## src/rtl/toggle_sequencer.sv

```systemverilog
// Counted, abortable toggle source: flips `out` n times, once every
// half_period+1 cycles, then pulses `done` for one cycle.
module toggle_sequencer #(
  parameter int unsigned CNT_W = 8,
  parameter int unsigned DIV_W = 8
) (
  input  logic             clk,
  input  logic             rst_n,
  input  logic             start,
  input  logic             abort,
  input  logic [DIV_W-1:0] half_period,
  input  logic [CNT_W-1:0] n_toggles,
  output logic             out,
  output logic             busy,
  output logic             done,
  output logic [CNT_W-1:0] toggles_left
);

  typedef enum logic {StIdle, StRun} state_e;

  state_e           state_q, state_d;
  logic             out_q, out_d;
  logic             done_q, done_d;
  logic [CNT_W-1:0] rem_q, rem_d;
  logic [DIV_W-1:0] div_q, div_d;
  logic [DIV_W-1:0] hp_q, hp_d;

  // State register and datapath flops.
  always_ff @(posedge clk or negedge rst_n) begin
    if (!rst_n) begin
      state_q <= StIdle;
      out_q   <= 1'b0;
      done_q  <= 1'b0;
      rem_q   <= '0;
      div_q   <= '0;
      hp_q    <= '0;
    end else begin
      state_q <= state_d;
      out_q   <= out_d;
      done_q  <= done_d;
      rem_q   <= rem_d;
      div_q   <= div_d;
      hp_q    <= hp_d;
    end
  end

  // Next-state: accept start in idle, divide and toggle while running.
  always_comb begin
    state_d = state_q;
    out_d   = out_q;
    done_d  = 1'b0;
    rem_d   = rem_q;
    div_d   = div_q;
    hp_d    = hp_q;
    unique case (state_q)
      StIdle: begin
        if (start && !abort) begin
          if (n_toggles != '0) begin
            hp_d    = half_period;
            rem_d   = n_toggles;
            div_d   = '0;
            state_d = StRun;
          end else begin
            // Zero-length request completes immediately.
            done_d = 1'b1;
          end
        end
      end
      StRun: begin
        if (abort) begin
          // Abort freezes out at its current level, even on a toggle edge.
          state_d = StIdle;
          rem_d   = '0;
          div_d   = '0;
        end else if (div_q == hp_q) begin
          out_d = ~out_q;
          rem_d = rem_q - CNT_W'(1);
          div_d = '0;
          if (rem_q == CNT_W'(1)) begin
            state_d = StIdle;
            done_d  = 1'b1;
          end
        end else begin
          div_d = div_q + DIV_W'(1);
        end
      end
      default: state_d = StIdle;
    endcase
  end

  assign out          = out_q;
  assign busy         = (state_q == StRun);
  assign done         = done_q;
  assign toggles_left = rem_q;

endmodule

```

## config.mk

```make
export PLATFORM = sky130hd
export DESIGN_NAME = toggle_sequencer
export DESIGN_NICKNAME = d
export VERILOG_FILES = /design/src/rtl/toggle_sequencer.sv
export SDC_FILE = /design/constraint.sdc
export NUM_CORES = 1
export LEC_CHECK = 0
export BUFFER_PORTS_ARGS = -buffer_cell sky130_fd_sc_hd__buf_2
export CAP_MARGIN = 20
export CORE_MARGIN = 8
export CORE_UTILIZATION = 31
export DETAILED_ROUTE_END_ITERATION = 8
export SYNTH_ARGS = -nofsm -noshare
export SYNTH_HDL_FRONTEND = slang
export SYNTH_SLANG_ARGS = --single-unit
```

## constraint.sdc

```tcl
create_clock -name clk -period 1.6 [get_ports clk]
set_input_delay 0.08 -clock clk [delete_from_list [all_inputs] [get_ports clk]]
set_output_delay 0.08 -clock clk [all_outputs]
set_load 0.005 [all_outputs]
```

==> flow_metrics.tcl <==
set metrics [dict create \
    yosysSeqAreaShare 0.443 \
    synth_area_per_cell_sq_um 10.0 \
    slowest_stage "nor4_4" \
    placed_cell_area_sq_um 1950 \
    fin_skew_ns 0.00610 \
    max_freq_ghz 0.574 \
    yosysTopAreaCell "dfrtp_1" \
    intPower_mw 2.05 \
    h-tree-depth 1 \
    drt-initial-drc-count 116 \
    tns_ns -1.42 \
    core_sq_um 4720 \
    grt.total_usage 0.113 \
    ant_nets 0 \
    drt-pass1-iter-count 4 \
    start_kind "flip-flop" \
    synth-xor-area-share 0.0574 \
    start_util 0.323 \
    grt_pass1_wl_um 6820 \
    drive_gt1_frac 0.411 \
    cts_made_buffers 3 \
    grt_pass1_vias 1405 \
    layout.cells.non_filler 281 \
    final_max_slew_viol_count 0 \
    switchingPower_mw 1.38 \
    required_ns 1.76 \
    ys_types 37 \
    cap_violations 0 \
    fin_ws_ns -0.141 \
    synth_compound_area_frac 0.186 \
    violations "negative setup slack" \
    relSlewSlack 0.594 \
    yosys_warnings 0 \
    drt-total-wl_um 4290 \
    grt_max_degree 28 \
    p_clk_frac 0.114 \
    pwr-share-comb 0.554 \
    cp_cell_sequence "xor2_1 -> nor4_4 -> and2_4 -> a21oi_1 -> o32a_1" \
    place.gp.congestion 0.877 \
    final_nets 238 \
    r2r_end "toggles_left[0]" \
    vias 1389 \
    netlist_top_cells_area "dfrtp_1 44%, mux2_1 5.9%, xor2_1 4.6%" \
    wire_per_inst_um 15.2 \
    fill_cells 461 \
    clock_path_buffers 2 \
    synth_edf_count 0 \
    status "complete, but fails checks" \
    dp_cells 273 \
    cp.arrival_ns 1.90 \
    ys_top_cells_by_count "27 x dfrtp_1, 13 x a21oi_1, 11 x nor2_1" \
    synth_area_sq_um 1530 \
    antenna_found_initial 0 \
    tightest_slew_ns 0.608 \
    syn_inst 152 \
    p_per_area_nw_per_um2 1620 \
    synth.top_cell.area_share 0.443 \
    hold_class "primary input to flip-flop" \
    dieArea_sq_um 7420 \
    rsz0062_at_grt "yes" \
    hp-start "half_period[7]" \
    timing.hold.ws_ns 0.0129 \
    ioPinCount 31 \
    path_clk_slew_ns 0.10 \
    synth_ff_type "dfrtp_1" \
    fin_crit_ns 1.74 \
    vdd_drop_max_mv 0.925 \
    vias_per_cell 4.94 \
    cp-end-kind "flip-flop" \
    p_sw_frac 0.402 \
    r2r_slack_ns -0.14 \
    hold_viol_final 0 \
    cts_sinks 27 \
    power_frac_seq 0.332 \
    synth.area.mux_share 0.0738 \
    critPathMaxStageDelay_ns 0.40 \
    whs_path_depth 2 \
    port_buffers 30 \
    setup_violations 17 \
    synth_top_family_by_area "compound AO/OA/AOI/OAI gates" \
    gr-total-overflow 0 \
    drc 0 \
    whs_endpoint "hp_q[7]" \
    die_h_um 86.1 \
    cts_tree "done" \
    r2r_start "hp_q[6]" \
    final_util 0.449 \
    synth-simple-area-share 0.173 \
    chipWidth_um 86.1 \
    clk_latency_ns 0.27 \
    worstPathMaxFanout 4 \
    insertedDiodeCount 0 \
    root_buffer "clkbuf_8" \
    row_count 25 \
    fin_crit_sh 1.09 \
    yosys.area_share.adder 0.0246 \
    synthArstFlopShare 1.00 \
    reg2reg_depth 5 \
    hpwl_um 3090 \
    yosys_register_bits 27 \
    design_area_sq_um 2120 \
    area_delta_synth_final_pct 39.0 \
    leakagePower_nw 0.998 \
    synth_nets 175 \
    crit_type "flip-flop to flip-flop" \
    synth.most_common_cell "dfrtp_1" \
]
==> flip-flops by register name, indices dropped and copies added, names as in the netlist <==
name          count
out               1
div_q             8
busy              1
done              1
hp_q              8
toggles_left      8
==> power groups by stage <==
stage / Combinational (mW) / Clock [mW] / Sequential [mW]
final: 1.90 / 0.392 / 1.14
after global routing: 2.06 / 0.434 / 1.17
after CTS: 1.72 / 0.405 / 1.13
after detailed placement: 1.65 / 0 / 1.15
after global placement: 1.66 / 0 / 1.14
after floorplan: 0.900 / 0 / 1.16
==> how the worst max path moves through the flow <==
stage / slack, ns / cells past startpoint / from / end
2_1_floorplan: -0.01 / 4 / toggles_left[2] / busy
3_3_place_gp: -0.09 / 5 / hp_q[4] / toggles_left[6]
3_5_place_dp: -0.13 / 5 / hp_q[4] / toggles_left[6]
4_1_cts: -0.07 / 7 / div_q[3] / div_q[6]
5_1_grt: -0.18 / 6 / hp_q[6] / div_q[6]
6_report: -0.14 / 5 / hp_q[6] / toggles_left[0]
==> kinds of logic after synthesis <==
group | count (synthesis)
buffers and inverters | 12
xor gates and xnor gates | 10
adders and majority gates | 3
and+or+nand+nor | 46
AOI/OAI and AO/OA | 44
DFF | 27
muxes | 10
==> stage by stage <==
| stage | worst slack, ns | power [mW] |
|---|---|---|
| floorplan | -0.00992 | 2.06 |
| global placement | -0.0899 | 2.80 |
| detailed placement | -0.132 | 2.80 |
| CTS | -0.0747 | 3.26 |
| global route | -0.179 | 3.66 |
| finish | -0.141 | 3.43 |
==> critical path: cells and delay by family (launching register included) <==
| kind | cells | cell delay, ns |
|---|---|---|
| simple gates | 2 | 0.63 |
| compound gates | 2 | 0.40 |
| flops | 1 | 0.39 |
| xor+xnor | 1 | 0.20 |
==> per-layer routing <==
layer | track usage | part of all wire
met3 | 0.00573 | 0.030
met5 | 0 | 0
met2 | 0.192 | 0.51
met4 | 0.0398 | 0.0093
met1 | 0.147 | 0.45
==> cell usage in the layout (no fill, tap or decap), drive strengths merged, types with 2 or more instances in the layout <==
cell and instances:
dfrtp 27, a22o 3, xnor2 2, inv 5
or3 2, nand3 3, nand2b 4, a21oi 13
nand4 2, a31oi 5, nor3 4, mux2 10
and3 2, buf 64, o31ai 3, ha 3
clkbuf 4, nor2 11, a21o 2, nor4 6
and2 2, xor2 8, a32oi 4, nand2 8
o21ai 9
==> repair_timing <==
item / in CTS / in global routing
hold endpoints to repair: 27 / 0
hold buffers: 1 / 0
setup endpoints to repair: 19 / 19
cloned: 0 / 1
gates resized for setup: 7 / 17
buffers inserted: 1 / 1
pin swaps: 4 / 14
==> final cells by class <==
type	instances	area, sq um	share of cell area
timing repair buffer	65	430	0.203
inverter	5	18.8	0.00885
tap	67	83.8	0.0395
multi-input combinational	113	867	0.409
clock buffer	4	45.0	0.0212
sequential	27	676	0.319
Note: power is estimated with default switching activity, not from simulation.
